### src/rtl/bcd_alu_sequencer.sv
// Digit-serial BCD add/subtract sequencer: one shared per-digit adder walked LSD->MSD by an FSM.
// Optional operand validity check enabled by defining BCD_CHECK_EN (adds the err port).
module bcd_alu_sequencer #(
  parameter int DIGITS = 10
) (
  input  logic                  clk,
  input  logic                  reset,
  input  logic                  start,
  input  logic                  op,
  input  logic [4*DIGITS-1:0]   a,
  input  logic [4*DIGITS-1:0]   b,
  output logic                  busy,
  output logic                  done,
  output logic [4*DIGITS-1:0]   result,
  output logic                  sign,
`ifdef BCD_CHECK_EN
  output logic                  err,
`endif
  output logic                  overflow
);

  localparam int W  = 4*DIGITS;
  localparam int CW = (DIGITS > 1) ? $clog2(DIGITS) : 1;

  typedef enum logic [1:0] {S_IDLE, S_CMP, S_RUN, S_FIN} state_t;

  state_t          state_q, state_d;
  logic [W-1:0]    x_q, x_d, y_q, y_d, sh_q, sh_d, result_q, result_d;
  logic [CW-1:0]   cnt_q, cnt_d;
  logic            op_q, op_d, c_q, c_d, psign_q, psign_d;
  logic            sign_q, sign_d, ovf_q, ovf_d;
  logic            bad, last;
  logic [4:0]      sum5;
  logic [5:0]      diff6;
  logic [3:0]      dig;
  logic            cout;
`ifdef BCD_CHECK_EN
  logic            err_q, err_d;
`endif

  // Any nibble above 9 in either operand makes the request invalid.
  always_comb begin
    bad = 1'b0;
`ifdef BCD_CHECK_EN
    for (int i = 0; i < DIGITS; i++)
      if (a[4*i +: 4] > 4'd9 || b[4*i +: 4] > 4'd9) bad = 1'b1;
`endif
  end

  assign last = (cnt_q == CW'(DIGITS-1));

  // Shared digit slice: operands shift right so the active digit is always in [3:0].
  always_comb begin
    sum5  = 5'(x_q[3:0]) + 5'(y_q[3:0]) + 5'(c_q);
    diff6 = 6'(x_q[3:0]) - 6'(y_q[3:0]) - 6'(c_q);
    if (op_q) begin
      cout = diff6[5];
      dig  = cout ? 4'(diff6 + 6'd10) : diff6[3:0];
    end else begin
      cout = (sum5 > 5'd9);
      dig  = cout ? 4'(sum5 - 5'd10) : sum5[3:0];
    end
  end

  always_ff @(posedge clk) begin
    if (reset) state_q <= S_IDLE;
    else       state_q <= state_d;
  end

  always_comb begin
    state_d = state_q;
    case (state_q)
      S_IDLE:  if (start) state_d = bad ? S_FIN : (op ? S_CMP : S_RUN);
      S_CMP:   state_d = S_RUN;
      S_RUN:   if (last) state_d = S_FIN;
      default: state_d = S_IDLE;
    endcase
  end

  always_comb begin
    busy = (state_q == S_CMP) || (state_q == S_RUN);
    done = (state_q == S_FIN);
  end

  always_comb begin
    x_d = x_q; y_d = y_q; sh_d = sh_q; cnt_d = cnt_q;
    op_d = op_q; c_d = c_q; psign_d = psign_q;
    result_d = result_q; sign_d = sign_q; ovf_d = ovf_q;
`ifdef BCD_CHECK_EN
    err_d = err_q;
`endif
    case (state_q)
      S_IDLE: if (start) begin
        x_d = a; y_d = b; op_d = op;
        cnt_d = '0; c_d = 1'b0; psign_d = 1'b0;
`ifdef BCD_CHECK_EN
        if (bad) begin
          result_d = '0; sign_d = 1'b0; ovf_d = 1'b0; err_d = 1'b1;
        end
`endif
      end
      // Valid BCD orders the same as plain binary, so a wide unsigned compare suffices.
      S_CMP: if (x_q < y_q) begin
        x_d = y_q; y_d = x_q; psign_d = 1'b1;
      end
      S_RUN: begin
        x_d   = x_q >> 4;
        y_d   = y_q >> 4;
        c_d   = cout;
        sh_d  = {dig, sh_q[W-1:4]};
        cnt_d = cnt_q + 1'b1;
        if (last) begin
          result_d = sh_d;
          sign_d   = op_q & psign_q;
          ovf_d    = ~op_q & cout;
`ifdef BCD_CHECK_EN
          err_d    = 1'b0;
`endif
        end
      end
      default: ;
    endcase
  end

  always_ff @(posedge clk) begin
    if (reset) begin
      x_q <= '0; y_q <= '0; sh_q <= '0; cnt_q <= '0;
      op_q <= 1'b0; c_q <= 1'b0; psign_q <= 1'b0;
      result_q <= '0; sign_q <= 1'b0; ovf_q <= 1'b0;
`ifdef BCD_CHECK_EN
      err_q <= 1'b0;
`endif
    end else begin
      x_q <= x_d; y_q <= y_d; sh_q <= sh_d; cnt_q <= cnt_d;
      op_q <= op_d; c_q <= c_d; psign_q <= psign_d;
      result_q <= result_d; sign_q <= sign_d; ovf_q <= ovf_d;
`ifdef BCD_CHECK_EN
      err_q <= err_d;
`endif
    end
  end

  assign result   = result_q;
  assign sign     = sign_q;
  assign overflow = ovf_q;
`ifdef BCD_CHECK_EN
  assign err      = err_q;
`endif

endmodule

### config.mk
export PLATFORM = sky130hd
export DESIGN_NAME = bcd_alu_sequencer
export DESIGN_NICKNAME = d
export VERILOG_FILES = /design/src/rtl/bcd_alu_sequencer.sv
export SDC_FILE = /design/constraint.sdc
export NUM_CORES = 1
export LEC_CHECK = 0
export ABC_AREA = 1
export BUFFER_PORTS_ARGS = -buffer_cell sky130_fd_sc_hd__buf_2
export CAP_MARGIN = 20
export CELL_PAD_IN_SITES_DETAIL_PLACEMENT = 2
export CELL_PAD_IN_SITES_GLOBAL_PLACEMENT = 2
export CORE_MARGIN = 3
export CORE_UTILIZATION = 29
export DETAILED_ROUTE_END_ITERATION = 8
export GPL_ROUTABILITY_DRIVEN = 0
export PLACE_DENSITY = 0.86
export SETUP_SLACK_MARGIN = 0.05
export SLEW_MARGIN = 20
export SYNTH_ARGS = -nofsm -noshare
export SYNTH_HDL_FRONTEND = slang
export SYNTH_SLANG_ARGS = --single-unit
### constraint.sdc
create_clock -name clk -period 2.32 [get_ports clk]
set_clock_uncertainty 0.1 [all_clocks]
set_input_delay 0.348 -clock clk [delete_from_list [all_inputs] [get_ports clk]]
set_output_delay 0.348 -clock clk [all_outputs]
set_load 0.005 [all_outputs]
==> metrics.txt, run 1 <==
# TYPE chip_impl_metric gauge
chip_impl_info{name="status",value="finished, violations left"} 1
chip_impl_info{name="failed_checks",value="setup timing"} 1
chip_impl_metric{name="cts-htree-levels",unit=""} 4
chip_impl_metric{name="worst-slew-pin-transition",unit="ps"} 613
chip_impl_metric{name="synth.top_cell.area_share",unit="%"} 36.1
chip_impl_info{name="synth_largest_area_cell",value="dfxtp_1"} 1
chip_impl_metric{name="synthesis.area",unit="mm²"} 0.00927
chip_impl_metric{name="clk_sinks",unit=""} 167
chip_impl_metric{name="power.static_leakage",unit="µW"} 0.00576
chip_impl_metric{name="layout_cells_sized_above_1",unit="%"} 34.3
chip_impl_metric{name="dp_slack",unit="ps"} -367
chip_impl_metric{name="detail_route_antenna_nets",unit=""} 0
chip_impl_metric{name="globalRoute.totalOverflow",unit=""} 0
chip_impl_metric{name="die_width",unit="µm"} 185
chip_impl_metric{name="count_of_yosys_warnings_during_synthesis",unit=""} 0
chip_impl_info{name="worst_setup_path_start_kind",value="flop"} 1
chip_impl_metric{name="report.final.setup_viol",unit=""} 89
chip_impl_metric{name="crit_fanout",unit=""} 8
chip_impl_info{name="yosys-top-cells-area",value="dfxtp_1 36%, nand2_1 12%, a21oi_1 9.8%"} 1
chip_impl_metric{name="total_length_of_routed_wires",unit="µm"} 50800
chip_impl_metric{name="final-max-slew-violation-count",unit=""} 0
chip_impl_info{name="tritoncts",value="built"} 1
chip_impl_metric{name="postCtsHoldBufs",unit=""} 0
chip_impl_metric{name="final_core_utilization",unit="%"} 42.1
chip_impl_metric{name="worstPathRequired",unit="ps"} 2600
chip_impl_metric{name="initial_antenna_violation_count",unit=""} 3
chip_impl_metric{name="insertion_delay",unit="ps"} 470
chip_impl_metric{name="num-nets-final",unit=""} 1654
chip_impl_info{name="worst-setup-path-type",value="flop to flop"} 1
chip_impl_metric{name="grt_pass1_wl",unit="µm"} 61800
chip_impl_info{name="holdCritStartpoint",value="a[21]"} 1
chip_impl_metric{name="slew-limit-headroom",unit="%"} 59.1
chip_impl_metric{name="routedWlPerCell",unit="µm"} 26.4
chip_impl_metric{name="p_switching",unit="µW"} 13200
chip_impl_info{name="unrepaired_setup_endpoints_after_global_routing",value="true"} 1
chip_impl_metric{name="intPower",unit="µW"} 12000
chip_impl_metric{name="final_hold_viol_count",unit=""} 0
chip_impl_metric{name="layout.area.seq",unit="mm²"} 0.00338
chip_impl_metric{name="n_fill_cell",unit=""} 3530
chip_impl_metric{name="yosysSeqAreaShare",unit="%"} 36.1
chip_impl_metric{name="layout_setup_ws",unit="ps"} -525
chip_impl_metric{name="grt_max_degree",unit=""} 93
chip_impl_metric{name="postSynthCellCount",unit=""} 1370
chip_impl_info{name="worstReg2RegStart",value="y_q[34]"} 1
chip_impl_metric{name="port-buffer-count",unit=""} 127
chip_impl_info{name="cts.root.buffer_cell",value="clkbuf_16"} 1
chip_impl_metric{name="clk_transition_reported_paths",unit="ps"} 80
chip_impl_metric{name="row_count",unit=""} 64
chip_impl_info{name="rr_endpoint",value="x_q[13]"} 1
chip_impl_metric{name="rrSetupSlack",unit="ps"} -530
chip_impl_info{name="min_delay_worst_endpoint",value="x_q[21]"} 1
chip_impl_metric{name="ys_seq_elements",unit=""} 167
chip_impl_metric{name="die-area",unit="mm²"} 0.0341
chip_impl_metric{name="clock_path_buffers",unit=""} 2
chip_impl_metric{name="final.period_utilization",unit="%"} 123
chip_impl_metric{name="async_flop_share",unit="%"} 0
chip_impl_metric{name="power.density",unit="mW/mm²"} 1930
chip_impl_metric{name="post-dp-hpwl",unit="µm"} 24500
chip_impl_metric{name="final.min_clock_period",unit="ps"} 2850
chip_impl_metric{name="fp.coreArea",unit="mm²"} 0.0311
chip_impl_metric{name="share_clk_of_total_power",unit="%"} 12.4
chip_impl_metric{name="drt_iter0_drc",unit=""} 689
chip_impl_info{name="category_of_the_worst_setup_path_capture_point",value="flop"} 1
chip_impl_metric{name="worst_ep_arrival_time",unit="ps"} 3120
chip_impl_metric{name="drt-pass1-iter-count",unit=""} 5
chip_impl_metric{name="grt_pass1_vias",unit=""} 11300
chip_impl_metric{name="switching_share",unit="%"} 52.4
chip_impl_info{name="commonest_cells_after_routing_fill_and_taps_aside",value="229 x nand2_1, 176 x nor2_1, 147 x a21oi_1"} 1
chip_impl_metric{name="cap_viol_max_count",unit=""} 0
chip_impl_metric{name="whs_path_depth",unit=""} 5
chip_impl_metric{name="initial_utilization",unit="%"} 29.8
chip_impl_metric{name="die-height",unit="µm"} 185
chip_impl_info{name="layout_commonest_cell",value="nand2_1"} 1
chip_impl_metric{name="synth.lib_cells_used.distinct",unit=""} 38
chip_impl_metric{name="finalHoldWorstSlack",unit="ps"} 164
chip_impl_metric{name="dr_total_vias",unit=""} 11000
chip_impl_metric{name="multi_input_area",unit="mm²"} 0.00628
chip_impl_metric{name="fmaxAchievable",unit="GHz"} 0.351
chip_impl_metric{name="pwr-share-seq",unit="%"} 18.9
chip_impl_metric{name="synth.net_count",unit=""} 1510
chip_impl_info{name="hold_path_class",value="input pin to flop"} 1
chip_impl_metric{name="r2r_cells",unit=""} 16
chip_impl_info{name="postSynth.topFlopCell",value="dfxtp_1"} 1
chip_impl_metric{name="grt_usage",unit="%"} 22.7
chip_impl_metric{name="tritoncts.num_buffers",unit=""} 17
chip_impl_metric{name="route.detailed.drc",unit=""} 0
chip_impl_metric{name="post_synth.cell_area_avg",unit="µm²"} 6.77
chip_impl_metric{name="share_comb_of_total_power",unit="%"} 68.7
chip_impl_metric{name="synth_edf_count",unit=""} 0
chip_impl_metric{name="viasPerCell",unit=""} 5.71
chip_impl_metric{name="area_growth",unit="%"} 41.1
chip_impl_metric{name="io_pins",unit=""} 128
chip_impl_metric{name="peak_supply_drop",unit="mV"} 0.880
[synth_stat cells, drive strengths merged (4+ instances only)]
cell	instances
nand2	303
nor2	206
a21oi	182
dfxtp	167
inv	109
nand3	73
clkbuf	64
ha	53
o21ai	50
nor3	39
a221oi	37
buf	32
nand3b	12
o221ai	6
o21bai	5
nand4	4
xor2	4
[per-stage QoR]
stage / setup TNS (ps) / std cells / instance area (µm²) / total power [µW]
2_1_floorplan: -9.50 / 1370 / 9330 / 11700
3_3_place_gp: -976 / 1846 / 10600 / 14600
3_5_place_dp: -13710 / 1846 / 10600 / 15400
4_1_cts: -16280 / 1899 / 11600 / 19800
5_1_grt: -37840 / 1926 / 13100 / 26500
6_report: -31500 / 1926 / 13100 / 25300
[metal layers]
layer  GRT usage, %  part of all wire (%)  up-vias
li1               -                     -     4809
met1           27.4                    39     5590
met5              0                     0        -
met2           40.9                    52      417
met4           8.43                   5.0        0
met3           3.28                   4.5      174
[power groups by stage]
stage                     Clock, µW  Sequential [µW]  Combinational (µW)
after global routing           3270             4810               18400
after global placement            0             4470               10100
after floorplan                   0             4280                7420
after detailed placement          0             4520               10900
final                          3150             4770               17400
after CTS                      3080             4470               12300
[kinds of logic (layout without fill, tap and decap cells)]
| group | after synthesis | in the layout | share of synthesized area, % |
|---|---|---|---|
| AOI/OAI and AO/OA | 295 | 295 | 18.2 |
| xor gates and xnor gates | 5 | 5 | 0.472 |
| adders and majority gates | 56 | 56 | 7.80 |
| buffers and inverters | 207 | 364 | 9.12 |
| DFF | 167 | 167 | 36.1 |
| other | 0 | 3 | 0 |
| and+or+nand+nor | 640 | 640 | 28.3 |
[sequential cells by signal (all words and copies together), names as in the netlist]
name / flops
y_q: 40
sign: 1
op_q: 1
overflow: 1
cnt_q: 4
state_q: 2
x_q: 40
c_q: 1
result: 40
psign_q: 1
sh_q: 36
[how the worst max path moves through the flow]
stage / from / to / slack, ps
final: y_q[34] / x_q[13] / -530
after global routing: y_q[34] / x_q[13] / -550
after CTS: x_q[0] / result[38] / -300
after detailed placement: x_q[0] / result[38] / -370
after global placement: x_q[0] / result[38] / -140
after floorplan: x_q[0] / result[38] / -10
[final cells by class]
cell class	instances	share of cell area, %
antenna	3	0.0574
clock buffer	18	3.28
clock inverter	14	1.41
inverter	111	3.23
multi-input combinational	996	48.0
sequential	167	25.8
tap	396	3.79
timing repair buffer	221	14.4
[worst max-delay path, cell delays in order, from the launching register on]
cell       delay, ps
dfxtp_1          450
inv_1            110
ha_1             280
nand2_1          100
inv_1             80
nand2_1          100
nand2_1           70
nand2_1           90
nand2_1          140
a21oi_4          240
nand3_4          130
nand2_8          160
nand2_8          140
clkbuf_16        230
nand2_4           60
nand2_2           60
nor2_1           200
[what timing repair did]
action                                  in CTS  in global routing
endpoints found under the setup margin      89                 89
cloned                                       5                 14
pin swaps                                   12                 57
gates resized for setup                     27                282
buffers inserted                            16                 11
No activity file was read; power rests on OpenSTA's default activity.
==> run 2, diff against run 1 <==
Settings changed: BUFFER_PORTS_ARGS -buffer_cell sky130_fd_sc_hd__buf_2 to unset, CORE_UTILIZATION 29 to 32, DONT_BUFFER_PORTS set to 1, PLACE_DENSITY 0.86 to 0.85.
==> run 2 against run 1 <==
The flow still finishes with violations (setup timing). Maximum frequency down 6.1%. Clock power increased by 3%. Global-route usage up 7.4 points. Largest power group unchanged.
==> metrics.txt, run 2 (same netlist as run 1, synthesis figures left out) <==
# TYPE chip_impl_metric gauge
chip_impl_info{name="status",value="finished, violations left"} 1
chip_impl_info{name="failed_checks",value="setup timing"} 1
chip_impl_metric{name="route.detailed.drc",unit=""} 0
chip_impl_metric{name="peak_supply_drop",unit="mV"} 0.838
chip_impl_metric{name="final.min_clock_period",unit="ps"} 3030
chip_impl_metric{name="layout_cells_sized_above_1",unit="%"} 33.1
chip_impl_metric{name="power.static_leakage",unit="µW"} 0.00539
chip_impl_info{name="crit_path_frequent_cell",value="nand2_1"} 1
chip_impl_metric{name="clk_transition_reported_paths",unit="ps"} 90
chip_impl_metric{name="fin_setup_tns",unit="ps"} -41260
chip_impl_metric{name="port-buffer-count",unit=""} 0
chip_impl_metric{name="viasPerCell",unit=""} 6.06
chip_impl_info{name="unrepaired_setup_endpoints_after_global_routing",value="true"} 1
chip_impl_metric{name="initial_utilization",unit="%"} 32.9
chip_impl_metric{name="grt_pass1_vias",unit=""} 11700
chip_impl_metric{name="fp.coreArea",unit="mm²"} 0.0282
chip_impl_metric{name="initial_antenna_violation_count",unit=""} 4
chip_impl_metric{name="die-height",unit="µm"} 176
chip_impl_metric{name="total_length_of_routed_wires",unit="µm"} 56700
chip_impl_info{name="worst_setup_path_start_kind",value="flop"} 1
chip_impl_metric{name="die-area",unit="mm²"} 0.0310
chip_impl_metric{name="dr_total_vias",unit=""} 11100
chip_impl_metric{name="grt_pass1_wl",unit="µm"} 72000
chip_impl_metric{name="drt_iter0_drc",unit=""} 991
chip_impl_metric{name="num-nets-final",unit=""} 1574
chip_impl_metric{name="tritoncts.num_buffers",unit=""} 17
chip_impl_metric{name="fmaxAchievable",unit="GHz"} 0.330
chip_impl_metric{name="slew-limit-headroom",unit="%"} 56.1
chip_impl_info{name="worstPathCellList",value="inv_2 -> ha_4 -> nand2_1 -> nand2_1 -> nand2_1 -> nand2_2 -> nand2_1 -> nand2_1 -> nand2_1 -> nand2_2 -> nand2_2 -> nand3_2 -> nand2_4 -> buf_4 -> buf_12 -> buf_4 -> buf_12 -> nand3_1 -> nand2_2 -> nor2_2"} 1
chip_impl_info{name="hold_path_class",value="input pin to flop"} 1
chip_impl_info{name="tritoncts",value="built"} 1
chip_impl_metric{name="insertion_delay",unit="ps"} 470
chip_impl_info{name="holdCritStartpoint",value="op"} 1
chip_impl_metric{name="row_count",unit=""} 61
chip_impl_metric{name="n_fill_cell",unit=""} 3067
chip_impl_metric{name="worstPathRequired",unit="ps"} 2580
chip_impl_metric{name="crit_fanout",unit=""} 5
chip_impl_metric{name="dp_cells",unit=""} 1720
chip_impl_metric{name="layout_setup_ws",unit="ps"} -711
chip_impl_metric{name="critPathMaxStageDelay",unit="ps"} 360
chip_impl_metric{name="worst_ep_arrival_time",unit="ps"} 3300
chip_impl_metric{name="post-dp-hpwl",unit="µm"} 24400
chip_impl_info{name="category_of_the_worst_setup_path_capture_point",value="flop"} 1
chip_impl_metric{name="globalRoute.totalOverflow",unit=""} 0
chip_impl_info{name="cts.root.buffer_cell",value="clkbuf_16"} 1
chip_impl_metric{name="finalHoldWorstSlack",unit="ps"} 55.4
chip_impl_metric{name="clk_sinks",unit=""} 167
chip_impl_metric{name="detail_route_antenna_nets",unit=""} 0
chip_impl_metric{name="cap_viol_max_count",unit=""} 0
chip_impl_metric{name="post_layout_nonfiller_instances",unit=""} 1831
chip_impl_info{name="commonest_cells_after_routing_fill_and_taps_aside",value="235 x nand2_1, 156 x a21oi_1, 143 x nor2_1"} 1
chip_impl_metric{name="drt-pass1-iter-count",unit=""} 5
chip_impl_info{name="startpoint",value="y_q[9]"} 1
chip_impl_metric{name="final-max-slew-violation-count",unit=""} 0
chip_impl_metric{name="grt_usage",unit="%"} 30.1
chip_impl_info{name="cp_slowest_cell",value="dfxtp_2"} 1
chip_impl_metric{name="routedWlPerCell",unit="µm"} 31.0
chip_impl_info{name="cpLargestDelayFamily",value="simple AND/OR/NAND/NOR gates"} 1
chip_impl_metric{name="grt_max_degree",unit=""} 71
chip_impl_metric{name="final.period_utilization",unit="%"} 131
chip_impl_metric{name="cts-htree-levels",unit=""} 4
chip_impl_metric{name="io_pins",unit=""} 128
chip_impl_metric{name="clock_path_buffers",unit=""} 2
chip_impl_metric{name="critPathBufInv",unit=""} 5
chip_impl_metric{name="power.density",unit="mW/mm²"} 2110
chip_impl_metric{name="area_growth",unit="%"} 41.2
chip_impl_info{name="worst-setup-path-type",value="flop to flop"} 1
chip_impl_info{name="worstReg2RegStart",value="y_q[9]"} 1
chip_impl_metric{name="die_width",unit="µm"} 176
chip_impl_metric{name="totalPowerFinal",unit="µW"} 27600
chip_impl_metric{name="report.final.setup_viol",unit=""} 89
chip_impl_info{name="layout_commonest_cell",value="nand2_1"} 1
chip_impl_metric{name="final_hold_viol_count",unit=""} 0
chip_impl_metric{name="worst-slew-pin-transition",unit="ps"} 658
==> run 2: path summary, 6_finish.rpt <==
kind              cells past startpoint          to  slack (ps)
setup / recovery                     20     y_q[32]        -710
hold / removal                        2        op_q          60
setup reg to reg                     20     y_q[32]        -710
hold reg to reg                       2  result[31]         390
==> run 2: final cells by class <==
class	count	area, µm²	share of cell area, %
clock buffers	17	425	3.25
repair buffers	141	1670	12.8
multi-input cells	996	6460	49.3
flip-flops and latches	167	3400	26.0
diodes	6	15.0	0.115
clock inverters	15	216	1.65
inverters	111	427	3.26
well taps	378	473	3.61
==> run 2: metal layers <==
metal | track usage, % | share of wire, % | routed length [µm] | vias to the layer above
li1 | - | - | - | 4668
met1 | 33.4 | 37 | 20700 | 5601
met2 | 53.8 | 50 | 28400 | 585
met3 | 6.58 | 6.5 | 3690 | 234
met4 | 15.6 | 6.8 | 3880 | 2
met5 | 0 | 0.026 | 15 | -
==> run 2: power by group <==
group	leakage [µW]	switching, µW	internal (µW)
Clock	0.000306	1730	1510
Combinational	0.00370	11800	7600
Sequential	0.00138	1130	3800
==> run 2: through the flow <==
step | setup slack [ps] | instance area (µm²) | util, %
final | -711 | 13100 | 46.5
after global routing | -669 | 13100 | 46.5
after CTS | -232 | 12000 | 42.5
after detailed placement | -346 | 10100 | 35.7
after global placement | -136 | 10100 | 35.7
after floorplan | -9.50 | 9330 | -
==> run 2: repair_timing <==
item,CTS,global route
hold endpoints to repair,53,0
gates resized for setup,137,260
pin swaps,41,67
gates cloned,17,1
hold buffers,2,0
endpoints found under the setup margin,89,89
buffers inserted,32,31
==> run 3, diff against run 2 <==
Settings changed: ABC_AREA 1 to unset, CAP_MARGIN 20 to 40, CORE_UTILIZATION 32 to 34, PLACE_DENSITY 0.85 to 0.86.
==> run 3 against run 2 <==
The flow finishes with violations (hold timing, setup timing). Non-clock buffer count is 58 higher. Combinational power down 27%. Flip-flop and latch count is the same. Routed wire length fell by 4.5%. Final cell count decreased by 12%. Power is 23% lower. Largest cell class unchanged. Highest routed layer is now met4.
==> metrics.txt, run 3 <==
# TYPE chip_impl_metric gauge
chip_impl_metric{name="power.density",unit="mW/mm²"} 1680
chip_impl_metric{name="critPathBufInv",unit=""} 6
chip_impl_metric{name="fmaxAchievable",unit="GHz"} 0.314
chip_impl_metric{name="slew-limit-headroom",unit="%"} 50.8
chip_impl_metric{name="drt_iter0_drc",unit=""} 1053
chip_impl_metric{name="tritoncts.num_buffers",unit=""} 17
chip_impl_info{name="yosys-top-cells-count",value="167 x dfxtp_1, 143 x a21oi_1, 129 x nand2_1"} 1
chip_impl_metric{name="die-height",unit="µm"} 168
chip_impl_info{name="status",value="finished, violations left"} 1
chip_impl_info{name="synth_largest_area_cell",value="dfxtp_1"} 1
chip_impl_metric{name="dp_cells",unit=""} 1528
chip_impl_info{name="category_of_the_worst_setup_path_capture_point",value="flop"} 1
chip_impl_metric{name="final.period_utilization",unit="%"} 137
chip_impl_metric{name="crit_fanout",unit=""} 7
chip_impl_metric{name="clk_sinks",unit=""} 167
chip_impl_metric{name="async_flop_share",unit="%"} 0
chip_impl_metric{name="grt_max_degree",unit=""} 133
chip_impl_metric{name="peak_supply_drop",unit="mV"} 0.748
chip_impl_metric{name="worst_ep_arrival_time",unit="ps"} 3420
chip_impl_info{name="commonest_cells_after_routing_fill_and_taps_aside",value="152 x dfxtp_1, 150 x buf_4, 131 x a21oi_1"} 1
chip_impl_metric{name="synth.top_cell.area_share",unit="%"} 37.4
chip_impl_info{name="layout_commonest_cell",value="dfxtp_1"} 1
chip_impl_info{name="worst-setup-path-type",value="flop to flop"} 1
chip_impl_info{name="tritoncts",value="built"} 1
chip_impl_metric{name="post_layout_nonfiller_instances",unit=""} 1603
chip_impl_metric{name="globalRoute.totalOverflow",unit=""} 0
chip_impl_metric{name="totalPowerFinal",unit="µW"} 21300
chip_impl_metric{name="io_pins",unit=""} 128
chip_impl_metric{name="synth_edf_count",unit=""} 0
chip_impl_metric{name="row_count",unit=""} 58
chip_impl_metric{name="clk_transition_reported_paths",unit="ps"} 90
chip_impl_metric{name="route.detailed.drc",unit=""} 0
chip_impl_metric{name="grt_pass1_wl",unit="µm"} 64400
chip_impl_metric{name="final.min_clock_period",unit="ps"} 3190
chip_impl_metric{name="grt_usage",unit="%"} 28.9
chip_impl_info{name="worst_setup_path_start_kind",value="flop"} 1
chip_impl_info{name="synthMostInstantiatedCell",value="dfxtp_1"} 1
chip_impl_metric{name="insertion_delay",unit="ps"} 480
chip_impl_metric{name="yosysSeqAreaShare",unit="%"} 37.4
chip_impl_metric{name="post_synth.cell_area_avg",unit="µm²"} 7.81
chip_impl_metric{name="critPathMaxStageDelay",unit="ps"} 390
chip_impl_metric{name="worst-slew-pin-transition",unit="ps"} 730
chip_impl_metric{name="postCtsHoldBufs",unit=""} 1
chip_impl_metric{name="routedWlPerCell",unit="µm"} 33.8
chip_impl_metric{name="synth.lib_cells_used.distinct",unit=""} 43
chip_impl_metric{name="power.static_leakage",unit="µW"} 0.00477
chip_impl_metric{name="num-nets-final",unit=""} 1400
chip_impl_metric{name="post-dp-hpwl",unit="µm"} 24600
chip_impl_info{name="cts.root.buffer_cell",value="clkbuf_16"} 1
chip_impl_metric{name="cap_viol_max_count",unit=""} 0
chip_impl_info{name="unrepaired_setup_endpoints_after_global_routing",value="true"} 1
chip_impl_metric{name="worstPathRequired",unit="ps"} 2560
chip_impl_metric{name="finalHoldWorstSlack",unit="ps"} -149
chip_impl_info{name="yosys-top-cells-area",value="dfxtp_1 37%, a21oi_1 8.0%, ha_1 7.4%"} 1
chip_impl_metric{name="initial_antenna_violation_count",unit=""} 0
chip_impl_info{name="hold_path_class",value="input pin to flop"} 1
chip_impl_metric{name="ys_seq_elements",unit=""} 167
chip_impl_metric{name="port-buffer-count",unit=""} 0
chip_impl_metric{name="area_growth",unit="%"} 41.5
chip_impl_info{name="cp_slowest_cell",value="dfxtp_1"} 1
chip_impl_metric{name="viasPerCell",unit=""} 6.49
chip_impl_metric{name="count_of_yosys_warnings_during_synthesis",unit=""} 0
chip_impl_metric{name="drt-pass1-iter-count",unit=""} 8
chip_impl_metric{name="grt_pass1_vias",unit=""} 10700
chip_impl_metric{name="die_width",unit="µm"} 168
chip_impl_metric{name="fp.coreArea",unit="mm²"} 0.0255
chip_impl_metric{name="antennaDiodeCount",unit=""} 0
chip_impl_metric{name="clock_path_buffers",unit=""} 2
chip_impl_metric{name="cts-htree-levels",unit=""} 4
chip_impl_metric{name="total_length_of_routed_wires",unit="µm"} 54200
chip_impl_metric{name="synth.net_count",unit=""} 1284
chip_impl_metric{name="die-area",unit="mm²"} 0.0283
chip_impl_info{name="worstPathCellList",value="inv_2 -> ha_4 -> nand4_1 -> buf_4 -> buf_4 -> nor4_4 -> buf_4 -> o211ai_4 -> and2_4 -> buf_12 -> clkbuf_16 -> o31ai_1"} 1
chip_impl_metric{name="detail_route_antenna_nets",unit=""} 0
chip_impl_info{name="cpLargestDelayFamily",value="buffers and inverters"} 1
chip_impl_metric{name="layout_cells_sized_above_1",unit="%"} 30.9
chip_impl_metric{name="report.final.setup_viol",unit=""} 91
chip_impl_metric{name="final_hold_viol_count",unit=""} 96
chip_impl_metric{name="initial_utilization",unit="%"} 35.0
chip_impl_info{name="postSynth.topFlopCell",value="dfxtp_1"} 1
chip_impl_info{name="crit_path_frequent_cell",value="buf_4"} 1
chip_impl_metric{name="layout_setup_ws",unit="ps"} -865
chip_impl_metric{name="synthesis.area",unit="mm²"} 0.00894
chip_impl_info{name="failed_checks",value="hold timing, setup timing"} 1
chip_impl_metric{name="dr_total_vias",unit=""} 10400
chip_impl_metric{name="final-max-slew-violation-count",unit=""} 0
chip_impl_metric{name="postSynthCellCount",unit=""} 1144
-- run 3: changes by cell type after synthesis, sizes merged, moves of 39 or more --
| cell | previous run | this run |
|---|---|---|
| nor2 | 206 | 124 |
| nand4 | 4 | 80 |
| nand3 | 73 | 19 |
| a22oi | 1 | 74 |
| a21oi | 182 | 143 |
| inv | 109 | 55 |
| nand2 | 303 | 129 |
-- run 3: report_power, final --
| part | switching (µW) | leakage [µW] | internal, µW |
|---|---|---|---|
| combinational | 8270 | 0.00309 | 5890 |
| clock | 1710 | 0.000306 | 1500 |
| sequential | 528 | 0.00137 | 3410 |
-- run 3: worst paths after layout --
kind | from | end | slack, ps | cells after the start
max reg2reg | y_q[35] | y_q[7] | -870 | 12
min | reset | sh_q[4] | -150 | 1
max | y_q[35] | y_q[7] | -870 | 12
min reg2reg | result[31] | result[31] | 380 | 2
-- run 3: cell families after synthesis --
logic type | share of synthesized area, %
xor+xnor | 0.784
flops | 37.4
simple gates | 19.2
mux | 4.38
fa+ha+maj | 8.09
buf+inv | 6.82
compound gates | 23.3
-- run 3: cell type report --
type / count / area (µm²)
Sequential cell: 167 / 3360
Tap cell: 330 / 413
Timing Repair Buffer: 199 / 2050
Fill cell: 2703 / 12900
Clock inverter: 15 / 221
Clock buffer: 17 / 425
Inverter: 56 / 215
Multi-Input combinational cell: 819 / 5960
-- run 3: routing by layer --
layer / GRT usage [%] / up-vias / share of wire [%]
met1: 34.0 / 5239 / 38
li1: - / 4333 / -
met3: 5.54 / 224 / 6.1
met4: 12.7 / 0 / 6.5
met5: 0 / - / 0
met2: 51.2 / 607 / 49
-- run 3: metrics by stage --
step | TNS [ps] | worst slack, ps | cell area, µm² | util, %
after floorplan | -15170 | -203 | 9050 | -
after global placement | -28790 | -364 | 10500 | 40.9
after detailed placement | -37260 | -511 | 10500 | 40.9
after CTS | -30340 | -396 | 11500 | 44.8
after global routing | -55610 | -812 | 12700 | 49.5
final | -53430 | -865 | 12700 | 49.5
-- run 3: timing repair --
action	CTS	global route
hold endpoints to repair	131	130
gates resized for setup	49	145
cloned	2	13
setup buffers	8	19
setup endpoints to repair	89	114
pin swaps	53	46
